===== config.mk =====
export PLATFORM = sky130hd
export DESIGN_NAME = event_mask_gen
export DESIGN_NICKNAME = d
export VERILOG_FILES = /design/src/rtl/event_mask_gen.sv
export SDC_FILE = /design/constraint.sdc
export NUM_CORES = 1
export LEC_CHECK = 0
export ABC_AREA = 1
export BUFFER_PORTS_ARGS = -buffer_cell sky130_fd_sc_hd__buf_2
export CORE_MARGIN = 5
export CORE_UTILIZATION = 61
export CTS_BUF_LIST = sky130_fd_sc_hd__clkbuf_4
export DETAILED_ROUTE_END_ITERATION = 6
export PLACE_DENSITY_LB_ADDON = 0.05
export SKIP_LAST_GASP = 1
export SLEW_MARGIN = 0
export SYNTH_ARGS = -nofsm -noshare
export SYNTH_HDL_FRONTEND = slang
export SYNTH_SLANG_ARGS = --single-unit

===== constraint.sdc =====
create_clock -name clk -period 4 [get_ports clk]
set_input_delay 0.4 -clock clk [delete_from_list [all_inputs] [get_ports clk]]
set_output_delay 0.4 -clock clk [all_outputs]
set_load 0.03 [all_outputs]

===== src/rtl/event_mask_gen.sv =====
// Per-channel carrier event decimator: counts rising edges of event_in and emits
// one-cycle mask pulses in bypass, periodic-decimate or one-shot mode.
module event_mask_gen #(
  parameter int NCH   = 4,
  parameter int CNT_W = 8
) (
  input  logic                 clk,
  input  logic                 reset,
  input  logic [NCH-1:0]       event_in,
  input  logic                 pwm_on,
  input  logic                 carr_on,
  input  logic [2*NCH-1:0]     mode,
  input  logic [CNT_W*NCH-1:0] event_count,
  input  logic [CNT_W*NCH-1:0] event_offset,
  input  logic [NCH-1:0]       load,
  output logic [NCH-1:0]       mask_out,
  output logic [CNT_W*NCH-1:0] cnt_out,
  output logic [NCH-1:0]       armed
);

  typedef enum logic [1:0] {
    MODE_BYPASS   = 2'b00,
    MODE_DECIMATE = 2'b01,
    MODE_ONESHOT  = 2'b10,
    MODE_OFF      = 2'b11
  } mode_e;

  logic             active;
  logic [NCH-1:0]   evt_q;
  logic [NCH-1:0]   mask_q, mask_d;
  logic [NCH-1:0]   armed_q, armed_d;
  logic [CNT_W-1:0] cnt_q [NCH];
  logic [CNT_W-1:0] cnt_d [NCH];

  assign active = pwm_on & carr_on;

  always_comb begin
    for (int i = 0; i < NCH; i++) begin
      mask_d[i]  = 1'b0;
      armed_d[i] = armed_q[i];
      cnt_d[i]   = cnt_q[i];
      case (mode_e'(mode[2*i +: 2]))
        MODE_OFF: begin
          cnt_d[i]   = '0;
          armed_d[i] = 1'b1;
        end
        default: begin
          // Load wins over a coincident rise; the event is dropped.
          if (load[i]) begin
            cnt_d[i]   = (event_offset[CNT_W*i +: CNT_W] < event_count[CNT_W*i +: CNT_W])
                         ? event_offset[CNT_W*i +: CNT_W]
                         : event_count[CNT_W*i +: CNT_W];
            armed_d[i] = 1'b1;
          end else if (active && event_in[i] && !evt_q[i]) begin
            if (mode_e'(mode[2*i +: 2]) == MODE_BYPASS) begin
              mask_d[i] = 1'b1;
            end else if (cnt_q[i] >= event_count[CNT_W*i +: CNT_W]) begin
              // >= lets a lowered terminal count wrap on the next event.
              cnt_d[i]  = '0;
              mask_d[i] = (mode_e'(mode[2*i +: 2]) == MODE_DECIMATE) || armed_q[i];
              if (mode_e'(mode[2*i +: 2]) == MODE_ONESHOT) armed_d[i] = 1'b0;
            end else begin
              cnt_d[i] = cnt_q[i] + 1'b1;
            end
          end
        end
      endcase
    end
  end

  // evt_q tracks event_in even while inactive so re-enabling never fakes an edge.
  always_ff @(posedge clk or posedge reset) begin
    if (reset) begin
      evt_q   <= '0;
      mask_q  <= '0;
      armed_q <= '1;
      for (int i = 0; i < NCH; i++) cnt_q[i] <= '0;
    end else begin
      evt_q   <= event_in;
      mask_q  <= mask_d;
      armed_q <= armed_d;
      for (int i = 0; i < NCH; i++) cnt_q[i] <= cnt_d[i];
    end
  end

  assign mask_out = mask_q;
  assign armed    = armed_q;

  for (genvar g = 0; g < NCH; g++) begin : g_cnt
    assign cnt_out[CNT_W*g +: CNT_W] = cnt_q[g];
  end

endmodule


==> flow_summary.ini <==
[sta]
finalHoldViolCount = 0
drv_slew = 0
period_share_pct = 46.26
tightest_slew_ns = 0.9445
slew_headroom_pct = 36.94
fin_crit_ns = 1.850
finalSetupTns_ns = 0
setup_violations = 0
clock_skew_ns = 0.01068
rsz0062_at_grt = false
fmax_mhz = 540.5

[clock_network]
cts_made_buffers = 5
clockRootBuffer = clkbuf_4
cts_sinks = 44
clock_latency_ns = 0.34
cts_setup_buffers = 0
clk_pin_slew_ns = 0.13
ctsHoldBuffers = 0
htree_levels = 2
ctsResizeCount = 0
cts_tree = yes
cts_max_path_buffers = 2

[route]
drtAntennaViolNets = 0
drc = 0
vias_per_cell = 5.194
vias = 5158
firstDrtPassIters = 5
drt_wl_total_um = 12460
drtIter0Drc = 154
routedWlPerCell_um = 12.54

[placed_design]
port_buffers = 123
hpwl_um = 10210
globalplace.congestion = 0.9225
placed_cells = 986
placed_area_um2 = 5718

[floorplanning]
dieArea_um2 = 10160
start_util_pct = 61.81
coreArea_um2 = 8134
io_pins = 124
die_h_um = 100.8
die_w_um = 100.8
num_rows = 33

[setup_path]
crit_type = register to register
cp-start-kind = register
critPathArrivalTime_ns = 2.13
crit_path_end_kind = register
crit_path_max_fanout = 10
required_ns = 4.28

[yosys]
syn-instance-count = 769
synth.avg_cell_area_um2 = 6.537
synth_top_area_share_pct = 20.23
syn-num-nets = 917
syn-cell-area_um2 = 5027
yosysTopAreaCell = nand2_1
synth_cell_type_count = 34
yosysSeqAreaShare_pct = 22.00
ys_ff_latch = 44
ys_warn_count = 0
synthTopCellsByArea = nand2_1, dfrtp_1, ha_1

[finish]
syn_to_final_growth_pct = 14.63
final_util_pct = 70.85
diodes = 0
drive_gt1_share_pct = 19.82
nFillCells = 744
nets = 1036
final_cells = 993
final_cell_area_um2 = 5763
final_cell_mix = nand2_1, buf_2, inv_1
final_common_cell = nand2_1

[min_path]
hold_class = primary input to register

[run]
max_cap_viol_count = 0

[global_route]
grt_overflow = 0
grtUsageTotal_pct = 25.38
grt_pass1_vias = 5139
grt_max_degree = 45
antenna_found_initial = 0
grt_pass1_wl_um = 21740

[run_status]
status = complete, no violations

[power_and_ir_drop]
irDropWorstVdd_mv = 0.1632
p_per_area_nw_per_um2 = 300.6
p_total_w = 0.001732
leakagePower_nw = 3.665
## power breakdown
| part | internal, W | switching [W] | total [W] |
|---|---|---|---|
| registers | 0.000512 | 0.000124 | 0.000637 |
| clock network | 0.0000618 | 0.000140 | 0.000202 |
| logic | 0.000324 | 0.000570 | 0.000894 |
| total | 0.000898 | 0.000835 | 0.00173 |
## worst paths after layout
path,startpoint,end,slack [ns],cells after the start
max in group asynchronous,reset,cnt_out[24],3.16,2
min in group asynchronous,reset,cnt_out[20],0.26,2
hold reg to reg,armed[3],armed[3],0.49,2
hold / removal,event_in[0],evt_q[0],0.18,1
setup / recovery,cnt_out[24],cnt_out[27],2.15,11
setup reg to reg,cnt_out[24],cnt_out[27],2.15,11
## worst max-delay path: stages (launching register included)
cell and delay, ns:
dfrtp_1 0.47, inv_1 0.10, ha_1 0.27, inv_1 0.05, a21boi_1 0.05, o21bai_1 0.12
nand2_1 0.07, nand2_1 0.26, nand4_1 0.18, nand2_1 0.11, nand2_1 0.05, nand2_1 0.06
## synth_stat cells
| master | instances |
|---|---|
| dfstp_2 | 4 |
| or2_1 | 3 |
| clkinv_1 | 7 |
| nand2_4 | 5 |
| xnor2_1 | 4 |
| inv_1 | 121 |
| o211ai_1 | 3 |
| a21boi_1 | 1 |
| nand2_1 | 271 |
| a2111oi_0 | 1 |
| inv_2 | 12 |
| nand2_2 | 11 |
| o21a_1 | 4 |
| o21ai_0 | 4 |
| nand3_2 | 1 |
| a31o_1 | 1 |
| buf_4 | 2 |
| o21bai_1 | 5 |
| ha_1 | 64 |
| dfrtp_1 | 40 |
| buf_2 | 6 |
| nor2_8 | 3 |
| nor2_1 | 21 |
| nor3_4 | 4 |
| o21ai_4 | 3 |
| nand3_1 | 74 |
| nand3b_1 | 4 |
| nor3_1 | 3 |
| xor2_1 | 8 |
| nor2_4 | 4 |
| a21oi_1 | 24 |
| nand4_1 | 43 |
| clkbuf_1 | 3 |
| o21ai_1 | 5 |
## per-layer routing
metal | vias to the layer above | wire, um | track usage, % | part of all wire [%]
met2 | 146 | 6154 | 46.78 | 49
li1 | 2712 | - | - | -
met5 | - | 0 | 0 | 0
met3 | 7 | 693 | 2.699 | 5.6
met1 | 2293 | 5524 | 31.98 | 44
met4 | 0 | 83 | 4.870 | 0.67
## stage by stage
step / hold WS (ns) / setup WS, ns
5_1_grt: 0.1448 / 1.869
3_3_place_gp: 0.4633 / 2.135
3_5_place_dp: 0.4718 / 2.106
6_report: 0.1753 / 2.150
2_1_floorplan: 0.4314 / 2.214
4_1_cts: 0.1600 / 2.151
## layout make-up
cell class | instances | area [um^2] | area share (%)
Clock inverter | 2 | 7.507 | 0.1303
Timing Repair Buffer | 123 | 615.6 | 10.68
Inverter | 140 | 525.5 | 9.119
Sequential cell | 44 | 1106 | 19.19
Tap cell | 105 | 131.4 | 2.280
Clock buffer | 5 | 37.54 | 0.6513
Multi-Input combinational cell | 574 | 3339 | 57.95
## state kept, by name (all words and copies together) (netlist names)
| register | count |
|---|---|
| evt_q | 4 |
| armed | 4 |
| cnt_out | 32 |
| mask_out | 4 |
## kinds of logic (layout without fill, tap and decap cells)
group / Yosys count / in the layout / share of synthesized area, %
and+or+nand+nor: 447 / 447 / 41.86
buffers and inverters: 151 / 270 / 11.57
adders and majority gates: 64 / 64 / 15.93
AOI/OAI and AO/OA: 51 / 51 / 6.546
DFF: 44 / 44 / 22.00
xor gates and xnor gates: 12 / 12 / 2.091
Note: power is estimated with default switching activity, not from simulation.
